<file path="config.mk">
export PLATFORM = sky130hd
export DESIGN_NAME = led_matrix_driver
export DESIGN_NICKNAME = d
export VERILOG_FILES = /design/src/rtl/led_matrix_pkg.sv /design/src/rtl/led_shift_serializer.sv /design/src/rtl/led_matrix_driver.sv
export SDC_FILE = /design/constraint.sdc
export NUM_CORES = 1
export LEC_CHECK = 0
export CAP_MARGIN = 40
export CORE_ASPECT_RATIO = 1.1
export CORE_MARGIN = 4
export CORE_UTILIZATION = 47
export CTS_CLUSTER_SIZE = 14
export DETAILED_ROUTE_END_ITERATION = 8
export GPL_ROUTABILITY_DRIVEN = 1
export PLACE_DENSITY = 0.77
export SLEW_MARGIN = 15
export SYNTH_ARGS = -nofsm -noshare
export SYNTH_HDL_FRONTEND = slang
export SYNTH_SLANG_ARGS = --single-unit
</file>
<file path="constraint.sdc">
create_clock -name clk -period 2.8 [get_ports clk]
set_input_delay 0.56 -clock clk [delete_from_list [all_inputs] [get_ports clk]]
set_output_delay 0.56 -clock clk [all_outputs]
set_load 0.05 [all_outputs]
</file>
<file path="src/rtl/led_matrix_pkg.sv">
// Shared types and geometry for the LED matrix driver.
package led_matrix_pkg;
  localparam int unsigned ROWS       = 16;
  localparam int unsigned COLS       = 16;
  localparam int unsigned SHIFT_BITS = 32;
  localparam int unsigned ROW_W      = $clog2(ROWS);

  typedef enum logic [1:0] {LOAD, SHIFT, LATCH, DWELL} state_e;
endpackage

</file>
<file path="src/rtl/led_shift_serializer.sv">
// 32-bit parallel-in/serial-out shifter; two phases per bit (sr_clk low, then high).
module led_shift_serializer
  import led_matrix_pkg::*;
(
  input  logic                  clk,
  input  logic                  reset,
  input  logic                  load_i,
  input  logic                  shift_en_i,
  input  logic [SHIFT_BITS-1:0] word_i,
  output logic                  sr_data_o,
  output logic                  sr_clk_o,
  output logic                  done_o
);
  localparam int unsigned CW = $clog2(2 * SHIFT_BITS);

  logic [SHIFT_BITS-1:0] word_q, word_d;
  logic [CW-1:0]         cnt_q, cnt_d;

  always_comb begin
    word_d = word_q;
    cnt_d  = cnt_q;
    if (load_i) begin
      word_d = word_i;
      cnt_d  = '0;
    end else if (shift_en_i) begin
      cnt_d = cnt_q + 1'b1;
      // advance to the next bit after its high phase
      if (cnt_q[0]) word_d = {word_q[SHIFT_BITS-2:0], 1'b0};
    end
  end

  always_ff @(posedge clk) begin
    if (reset) begin
      word_q <= '0;
      cnt_q  <= '0;
    end else begin
      word_q <= word_d;
      cnt_q  <= cnt_d;
    end
  end

  assign sr_data_o = shift_en_i & word_q[SHIFT_BITS-1];
  assign sr_clk_o  = shift_en_i & cnt_q[0];
  assign done_o    = shift_en_i & (cnt_q == '1);
endmodule

</file>
<file path="src/rtl/led_matrix_driver.sv">
// Row-scanned 16x16 red/green LED matrix driver. Optional macro
// LED_DRIVER_BRIGHTNESS_EN adds a 4-bit brightness input gating oe_n in DWELL.
module led_matrix_driver
  import led_matrix_pkg::*;
#(
  parameter int unsigned DWELL_CYCLES = 1000
) (
  input  logic                      clk,
  input  logic                      reset,
  input  logic [ROWS-1:0][COLS-1:0] RedPixels,
  input  logic [ROWS-1:0][COLS-1:0] GrnPixels,
`ifdef LED_DRIVER_BRIGHTNESS_EN
  input  logic [3:0]                brightness,
`endif
  output logic                      sr_data,
  output logic                      sr_clk,
  output logic                      sr_latch,
  output logic [ROWS-1:0]           row_sel,
  output logic                      oe_n,
  output logic                      frame_sync
);
  state_e                    state_q, state_d;
  logic [ROW_W-1:0]          row_q, row_d;
  logic [15:0]               dwell_q, dwell_d;
  logic [ROWS-1:0][COLS-1:0] red_q, grn_q;
  logic [ROWS-1:0][COLS-1:0] red_src, grn_src;
  logic [SHIFT_BITS-1:0]     word;
  logic                      capture, ser_load, shift_en, shift_done, lit;

  // Row 0 shifts straight from the inputs being captured this cycle.
  assign red_src = capture ? RedPixels : red_q;
  assign grn_src = capture ? GrnPixels : grn_q;
  assign word    = {red_src[row_q], grn_src[row_q]};

`ifdef LED_DRIVER_BRIGHTNESS_EN
  logic [3:0]  bright_q;
  logic [20:0] on_cycles;
  assign on_cycles = ((21'(bright_q) + 21'd1) * 21'(DWELL_CYCLES)) >> 4;
  assign lit       = 21'(dwell_q) < on_cycles;

  always_ff @(posedge clk) begin
    if (reset)                bright_q <= '0;
    else if (state_q == LOAD) bright_q <= brightness;
  end
`else
  assign lit = 1'b1;
`endif

  always_comb begin
    state_d    = state_q;
    row_d      = row_q;
    dwell_d    = dwell_q;
    capture    = 1'b0;
    ser_load   = 1'b0;
    shift_en   = 1'b0;
    sr_latch   = 1'b0;
    row_sel    = '0;
    oe_n       = 1'b1;
    frame_sync = 1'b0;
    if (!reset) begin
      unique case (state_q)
        LOAD: begin
          ser_load   = 1'b1;
          capture    = (row_q == '0);
          frame_sync = capture;
          state_d    = SHIFT;
        end
        SHIFT: begin
          shift_en = 1'b1;
          if (shift_done) state_d = LATCH;
        end
        LATCH: begin
          sr_latch = 1'b1;
          dwell_d  = '0;
          state_d  = DWELL;
        end
        DWELL: begin
          row_sel[row_q] = 1'b1;
          oe_n           = ~lit;
          if (dwell_q == 16'(DWELL_CYCLES - 1)) begin
            dwell_d = '0;
            row_d   = row_q + 1'b1;
            state_d = LOAD;
          end else begin
            dwell_d = dwell_q + 16'd1;
          end
        end
        default: state_d = LOAD;
      endcase
    end
  end

  always_ff @(posedge clk) begin
    if (reset) begin
      state_q <= LOAD;
      row_q   <= '0;
      dwell_q <= '0;
      red_q   <= '0;
      grn_q   <= '0;
    end else begin
      state_q <= state_d;
      row_q   <= row_d;
      dwell_q <= dwell_d;
      if (capture) begin
        red_q <= RedPixels;
        grn_q <= GrnPixels;
      end
    end
  end

  led_shift_serializer u_ser (
    .clk       (clk),
    .reset     (reset),
    .load_i    (ser_load),
    .shift_en_i(shift_en),
    .word_i    (word),
    .sr_data_o (sr_data),
    .sr_clk_o  (sr_clk),
    .done_o    (shift_done)
  );
endmodule

</file>
Word level (Yosys, flattened, before mapping). Index checks and enable logic that the tools add are counted. Widths: inputs -> output; s select.

Bits in registers: 572. Bits in latches: 0. RAM bits: 0. ROM bits: 0. Bits of input ports: 514. Output and inout bits: 21. Logic and storage cells: 90. Memories kept: 0.

Add/subtract/negate cells: 3. Multiply operators: 0. Divide/modulo/power cells: 0. $lt $le $gt $ge: 2. Eq/ne operators: 7. Shifts and indexed selects: 0. Muxes and demuxes: 28. Bitwise logic cells: 3. Reduce and logical (&&, ||, !) cells: 10.

Operators by type and width (count): $mux 256 (2); $bmux 16 s4 (2); $mux 32 (3); $mux 16 (5); $pmux 16 s2 (1); $add 16x1->16 const B (1); $eq 16x10->1 const B (1); $mux 1 (11); $pmux 2 s4 (1); $add 6x1->6 const B (1); $eq 6x6->1 const B (1); $reduce_and 2->1 (3); $reduce_bool 2->1 (3); $lt 4x5->1 const B (1); $add 4x1->4 const B (1); $demux 1 s4 (1); $eq 2x2->1 const B (2); $ge 4x1->1 const B (1); $logic_not 4->1 (1); $mux 2 (2); $ne 2x2->1 const B (2); $and 1x1->1 (3); $eq 2x1->1 const B (1); $logic_not 2->1 (1); 2 further kinds (2).

Logic depth before layout (Yosys ltp). Gate-level depths: netlist of the first run.

Depth in word-level cells: 7. Gate-level depth with buffers: 12. Mapped depth without buffers: 9.

By module. A second synthesis of the first run with hierarchy kept.

Cell total of the unflattened synthesis: 3493. Area, all modules: 28304.6 sq um.

Modules (own cells, without submodules): led_matrix_driver (times used 1, cells each 3281, area an instance 26400.3 sq um, sequential area each 10690.3 sq um); led_shift_serializer (times used 1, cells each 212, area an instance 1904.3 sq um, sequential area each 760.7 sq um).

Worst setup path after synthesis of the first run. OpenSTA, ideal clock, no wires.

Kind: reg2out. Start point: register row_q[0]. End point: output port frame_sync. Data arrival time: 2.479 ns. Required time: 2.240 ns. Slack: -0.239 ns. Stages on the path, launching flop included: 9. Path buffers: 4. Path through: dfxtp_1 -> buf_2 -> inv_2 -> clkbuf_1 -> ha_1 -> nand2_2 -> clkinv_1 -> clkbuf_1 -> clkbuf_1.

Word-level cells in the longest chain between the ends: 3.

Ends and longest elaborated chain: start: declaration (RTL line led_matrix_driver.sv:23) `logic [ROW_W-1:0] row_q, row_d;`; start signal: assignment (RTL line led_matrix_driver.sv:102) `row_q <= row_d;`; $logic_not 4->1 (RTL line led_matrix_driver.sv:64) `capture = (row_q == '0);`; $mux 1 (RTL line led_matrix_driver.sv:61) `unique case (state_q)`; $mux 1 (RTL line led_matrix_driver.sv:60) `if (!reset) begin`; end: declaration (RTL line led_matrix_driver.sv:20) `output logic frame_sync`.

Every way passes these cells.

Worst setup path after layout of the first run.
Start point: register state_q[0]. End point: register u_ser.word_q[11].

Word-level cells in the longest chain between the ends: 7. Elaborated cells between the ends (all ways): 15. Those cells by class: eq/ne: 1; mux: 10; reduce/logical: 4.

Ends and longest elaborated chain: start: declaration (RTL line led_matrix_driver.sv:22) `state_e state_q, state_d;`; start signal: assignment (RTL line led_matrix_driver.sv:101) `state_q <= state_d;`; $logic_not 2->1 (RTL line led_matrix_driver.sv:61); $mux 1 (RTL line led_matrix_driver.sv:61); $mux 1 (RTL line led_matrix_driver.sv:60); $mux 256; $bmux 16 s4 (RTL line led_matrix_driver.sv:33) `assign word = {red_src[row_q], grn_src[row_q]};`; $mux 16 (implied by the code) (RTL line led_matrix_driver.sv:33); $mux 32 (RTL line led_shift_serializer.sv:22) `if (load_i) begin`; end signal: assignment (RTL line led_shift_serializer.sv:37) `word_q <= word_d;`; end: declaration (RTL line led_shift_serializer.sv:16) `logic [SHIFT_BITS-1:0] word_q, word_d;`.

Parallel ways exist; a longest one is shown, timed or not. The select of a mux whose other input is x is not followed. A chain may end at the register's enable or synchronous reset.

==> results of run 1 <==
-- final cells by class --
class	count	area share [%]
Timing Repair Buffer	745	21.33
Antenna cell	20	0.1341
Multi-Input combinational cell	2180	39.80
Clock inverter	18	0.5265
Tap cell	752	2.522
Clock buffer	86	4.768
Inverter	16	0.2046
Sequential cell	572	30.71
-- registers in the layout, indices dropped and copies added (netlist names) --
| register | count |
|---|---|
| red_q | 256 |
| row_q | 4 |
| grn_q | 256 |
| u_ser.word_q | 32 |
| u_ser.cnt_q | 6 |
| dwell_q | 16 |
| state_q | 2 |
-- per-stage QoR --
step	instances	total power, mW	setup WS (ns)	TNS [ns]
after floorplan	3026	16.57	0.004415	0
after global placement	4244	20.02	-0.1358	-0.5325
after detailed placement	4249	20.28	-0.1402	-1.171
after CTS	4355	28.43	0.0008473	0
after global routing	4383	30.12	-0.02496	-0.08252
final	4389	28.73	0.04672	0
-- routing by layer --
metal | vias to the layer above | track usage [%] | part of all wire, %
li1 | 11730 | - | -
met3 | 250 | 5.844 | 8.0
met5 | - | 0 | 0.082
met1 | 12420 | 35.96 | 37
met2 | 1145 | 49.86 | 49
met4 | 12 | 15.49 | 5.5
-- path summary, 6_finish.rpt --
check                               start                             to  slack (ns)
hold / removal                      reset       dwell_q[15]$_SDFFE_PP0P_        0.39
hold reg to reg     red_q[189]$_SDFF_PP0_          red_q[189]$_SDFF_PP0_        0.45
setup / recovery  state_q[0]$_SDFFE_PP0P_  u_ser.word_q[11]$_SDFFE_PP0P_        0.05
setup reg to reg  state_q[0]$_SDFFE_PP0P_  u_ser.word_q[11]$_SDFFE_PP0P_        0.05
-- repair_timing --
| item | in CTS | in global routing |
|---|---|---|
| gates resized for setup | 41 | 40 |
| cloned | 3 | 6 |
| hold endpoints to repair | 0 | 0 |
| pin swaps | 1 | 5 |
| setup endpoints to repair | 37 | 45 |
| hold buffers | 0 | 0 |
| buffers inserted | 0 | 8 |
-- critical path: stages, from the launching register on --
cell,delay [ns]
dfxtp_2,0.33
inv_2,0.04
ha_2,0.17
nor4b_4,0.12
buf_4,0.16
nand2_8,0.12
buf_16,0.19
buf_16,0.19
mux4_2,0.56
a22oi_1,0.24
a21boi_0,0.14
buf_4,0.16
o21a_1,0.18
-- cell usage in the layout (no fill, tap or decap), drive strengths merged, types with 4 or more instances in the layout --
cell	Yosys	final
o21a	28	28
a31oi	34	34
mux2i	112	112
xnor2	5	5
a21boi	30	30
nand2	939	939
buf	80	225
a311oi	5	5
clkdlybuf4s50	0	512
clkinv	1	13
inv	15	16
a22oi	63	63
o21ai	16	16
mux4	224	224
o211ai	29	29
o31a	4	4
and3	6	6
a21oi	462	462
ha	11	11
nand3	11	11
clkbuf	178	91
nand4	4	4
or3	5	5
nor2	156	156
diode	0	20
dfxtp	572	572
-- cells by family (layout without fill, tap and decap cells) --
family | Yosys count | count (layout)
and+or+nand+nor | 1142 | 1142
adders and majority gates | 11 | 11
other | 0 | 20
AOI/OAI and AO/OA | 685 | 685
muxes | 336 | 336
DFF | 572 | 572
buffers and inverters | 274 | 865
xor gates and xnor gates | 6 | 6
-- power groups by stage --
stage / combinational (mW) / clock (mW) / sequential [mW]
finish: 10.2 / 8.03 / 10.5
global placement: 9.47 / 0 / 10.5
global route: 11.0 / 8.46 / 10.6
detailed placement: 9.67 / 0 / 10.6
floorplan: 6.18 / 0 / 10.4
CTS: 9.84 / 8.14 / 10.5
==> flow_summary.ini, run 1 <==
[yosys]
ys_top_cells_by_area = dfxtp_1 (42%), mux4_2 (19%), nand2_1 (13%), a21oi_1 (8.5%), mux2i_1 (4.1%)
synth_async_sr_flop_share_pct = 0
synth-adder-area-share_pct = 0.5049
postSynth.topFlopCell = dfxtp_1
synth_most_common_cell = nand2_1
synth_sequential_area_ratio_pct = 42.01
syn_avg_cell_area_um2 = 9.009
dominant_combinational_cell_family_by_area_after_synthesis = multiplexers
postSynthRegisterBits = 572
synth_compound_area_share_pct = 14.39
synthCells = 3026
synth_top_cell_by_area = dfxtp_1
post_synth_mux_area_share_pct = 22.62
synth-edff-count = 0
synth_xor_area_share_pct = 0.1928
post_synth_top_cells = nand2_1 (938), dfxtp_1 (572), a21oi_1 (462), mux4_2 (224), clkbuf_1 (178)
synth_cell_types = 49
synth_fp_nets = 3551
ys_warn_count = 0
synthesis.area_mm2 = 0.02726
synth_largest_type_area_fraction_pct = 42.01
synthSimpleGateAreaFrac_pct = 16.17

[die]
core.rowCount = 92
placeableCoreArea_mm2 = 0.05733
die-area_mm2 = 0.06192
floorplan.io_pins = 535
die_w_um = 237.6
fp.dieH_um = 260.6
floorplan.initialDensity_pct = 47.55

[layout]
multi_input_area_mm2 = 0.01485
synthToLayoutAreaGrowth_pct = 36.88
seqCellArea_mm2 = 0.01146
fin_area_mm2 = 0.03731
final.fill_count = 4579
final_layout_size_suffix_gt1_share_pct = 16.70
nNetsFinal = 4098
final_core_utilization_pct = 65.09

[pwr]
cellInternalPower_mw = 19.59
seqPwrFrac_pct = 36.5
irDropWorstVdd_mv = 0.4534
power.share.switching_pct = 31.83
power_frac_comb_pct = 35.5
power-per-cell-area_mw_per_mm2 = 770.0
switching_power_of_the_nets_mw = 9.144
power.static_leakage_nw = 13.80
clock_power_share_pct = 28.0

[place]
hpwlAfterDp_mm = 69.04
port-buffer-count = 534
dpl-instance-area_mm2 = 0.03471
gp_weighted_congestion = 0.8624

[setup_path]
critPathMaxFanout = 14
critical_path_required_ns = 3.31
timing.critical_path.to_type = register
crit_arrival_ns = 3.27
worst_setup_start_kind = register
logic_depth_of_the_worst_register_to_register_path = 12
timing.setup.critical_path_class = register to register

[route]
vias_per_cell = 5.823
drt_drc_violations_left = 0
drtPass1Iterations = 6
drtIter0Drc = 2477
antenna_left = 0
drt-wirelength-per-cell_um = 22.20
totalWireLength_mm = 97.45
dr_total_vias = 25560

[grt]
grt_pass1_wl_mm = 142.5
grt.total_usage_pct = 29.55
maximum_number_of_pins_on_one_net_before_global_route_repair = 188
via_count_of_the_first_global_routing_pass = 24760
antenna_found_initial = 22
gr-total-overflow = 0

[cts]
tritoncts = yes
clockBufferDepth = 3
cts_root_buf = clkbuf_16
ctsHtreeMaxLevel = 2
clkSlewWorstSetupHoldPaths_ns = 0.06
cts_buffers = 58
clock_insertion_delay_worst_skew_ns = 0.62
tritoncts_num_sinks = 572

[timing]
hold_ws_ns = 0.3919
fin_crit_ns = 2.753
max_slew.worst_pin.slew_ns = 0.9103
max-slew-margin-rel_pct = 39.31
setup_viol = 0
max_clock_freq_mhz = 363.2
min_period_over_period_pct = 98.33
finalClockSkew_ns = 0.01988
timing.final.max_slew_violations = 0
hold_viol = 0
rsz0062_at_grt = yes

[run]
number_of_maximum_capacitance_constraint_violations = 0

[min_path]
min_delay_path_depth = 3
min-delay-path-class = input pin to register

[run_status]
run_status = complete, no violations
No activity file was read; power rests on OpenSTA's default activity.
==> inputs of run 2 (changes only) <==
- SETUP_SLACK_MARGIN: unset -> 0.15
==> flow_summary.ini, run 2 (synthesized netlist as in run 1, its figures left out) <==
[place]
placed_cells = 4253
dpl-instance-area_mm2 = 0.03446
gp_weighted_congestion = 0.8951
port-buffer-count = 534
hpwlAfterDp_mm = 68.88

[timing]
fin_crit_ns = 2.824
max_clock_freq_mhz = 354.2
rsz0062_at_grt = yes
worst_slack_ns = -0.02352
max_slew.worst_pin.slew_ns = 1.062
setup_viol = 4
finalClockSkew_ns = 0.02258
hold_viol = 0
hold_ws_ns = 0.4198
min_period_over_period_pct = 100.8
max-slew-margin-rel_pct = 29.18
timing.final.max_slew_violations = 0

[layout]
final_cell_mix = nand2_1 (931), dfxtp_1 (566), clkdlybuf4s50_1 (512), a21oi_1 (443), mux4_2 (224)
fin_cells = 4484
layout_top_registers = grn_q x256, red_q x256, u_ser.word_q x32
seqCellArea_mm2 = 0.01146
final_core_utilization_pct = 67.77
final_layout_size_suffix_gt1_share_pct = 20.83
commonest_non_fill_non_tap_cell_in_the_layout = nand2_1
nNetsFinal = 4191
fin_area_mm2 = 0.03885
final.fill_count = 4273
multi_input_area_mm2 = 0.01522
synthToLayoutAreaGrowth_pct = 42.52

[cts]
cts_buffers = 60
tritoncts_num_sinks = 572
ctsHtreeMaxLevel = 2
hold_buffers = 0
tritoncts = yes
clockBufferDepth = 3
clkSlewWorstSetupHoldPaths_ns = 0.06
cts_root_buf = clkbuf_16
clock_insertion_delay_worst_skew_ns = 0.62

[die]
floorplan.io_pins = 535
placeableCoreArea_mm2 = 0.05733
die-area_mm2 = 0.06192
die_w_um = 237.6
floorplan.initialDensity_pct = 47.55
core.rowCount = 92
fp.dieH_um = 260.6

[route]
drt_drc_violations_left = 0
dr_total_vias = 26100
vias_per_cell = 5.820
totalWireLength_mm = 101.7
drtPass1Iterations = 6
antenna_left = 0
drt-wirelength-per-cell_um = 22.68
drtIter0Drc = 2400

[setup_path]
timing.critical_path.to_type = register
worst_setup_start_kind = register
timing.setup.critical_path_class = register to register
crit_arrival_ns = 3.34
critPathMaxFanout = 7
critical_path_required_ns = 3.32

[run_status]
failing_checks = negative setup slack
run_status = complete, but fails checks

[run]
number_of_maximum_capacitance_constraint_violations = 0

[grt]
maximum_number_of_pins_on_one_net_before_global_route_repair = 212
via_count_of_the_first_global_routing_pass = 25380
gr-total-overflow = 0
antenna_found_initial = 20
grt_pass1_wl_mm = 147.4
grt.total_usage_pct = 30.65

[min_path]
min-delay-path-class = input pin to register

[pwr]
power.static_leakage_nw = 14.47
irDropWorstVdd_mv = 0.5851
power-per-cell-area_mw_per_mm2 = 781.6
## run 2: cell count changes in the layout (fill, tap and decap cells not counted), moves of 14 or more
cell,previous run,this run
a22oi_2,6,43
buf_4,144,178
a22oi_1,57,20
buf_16,9,23
a21oi_1,459,443
buf_6,16,50
a21oi_2,2,19
buf_12,52,35
a21boi_0,21,5
buf_8,4,20
## run 2: layout make-up
| cell class | count | area share, % |
|---|---|---|
| antenna | 16 | 0.1031 |
| clock buffer | 90 | 4.573 |
| clock inverter | 22 | 0.4734 |
| inverter | 16 | 0.1900 |
| multi-input combinational | 2180 | 39.18 |
| sequential | 572 | 29.50 |
| tap | 752 | 2.422 |
| timing repair buffer | 836 | 23.56 |
## run 2: power breakdown
group          switching, mW  internal, mW  total, mW  leakage, nW
logic                   5.57          6.27       11.8         8.82
clock network           3.45          4.56       8.01        0.958
registers              0.771          9.74       10.5         4.69
total                   9.79          20.6       30.4         14.5
## run 2: stage by stage
| step | setup TNS (ns) | total power, mW | setup slack, ns |
|---|---|---|---|
| floorplan | 0 | 16.61 | 0.1483 |
| global route | -1.162 | 31.74 | -0.1148 |
| CTS | -0.03625 | 29.50 | -0.03625 |
| finish | -0.07687 | 30.36 | -0.02352 |
| detailed placement | -1.055 | 20.28 | -0.1270 |
| global placement | -0.5682 | 20.05 | -0.09222 |
## run 2: path summary, 6_finish.rpt
| path | endpoint | start | slack (ns) | depth (start not counted) |
|---|---|---|---|---|
| max | u_ser.word_q[14]$_SDFFE_PP0P_ | state_q[0]$_SDFFE_PP0P_ | -0.02 | 14 |
| min reg2reg | red_q[125]$_SDFF_PP0_ | red_q[125]$_SDFF_PP0_ | 0.45 | 2 |
| max reg2reg | u_ser.word_q[14]$_SDFFE_PP0P_ | state_q[0]$_SDFFE_PP0P_ | -0.02 | 14 |
| min | row_q[3]$_SDFFE_PP0P_ | reset | 0.42 | 3 |
## run 2: metal layers
layer / vias up / GRT usage [%] / wire [um]
met5: - / 0 / 58
met4: 8 / 17.50 / 6876
met3: 317 / 6.066 / 8038
met2: 1253 / 51.39 / 49660
met1: 12600 / 36.97 / 37040
li1: 11930 / - / -
## run 2: timing repair
item | CTS | global route
pin swaps | 66 | 49
cloned | 16 | 15
resized for setup | 191 | 85
endpoints found under the setup margin | 48 | 49
buffers inserted | 39 | 33
## run 2: worst max-delay path, cell delays in order, from the launching register on
cell,delay (ns)
dfxtp_2,0.32
inv_2,0.07
ha_4,0.13
nor4b_4,0.18
buf_4,0.18
nand2_8,0.06
buf_16,0.16
buf_16,0.15
buf_12,0.16
buf_6,0.12
buf_6,0.12
mux4_2,0.46
a22oi_2,0.21
o211ai_1,0.18
o21a_1,0.20
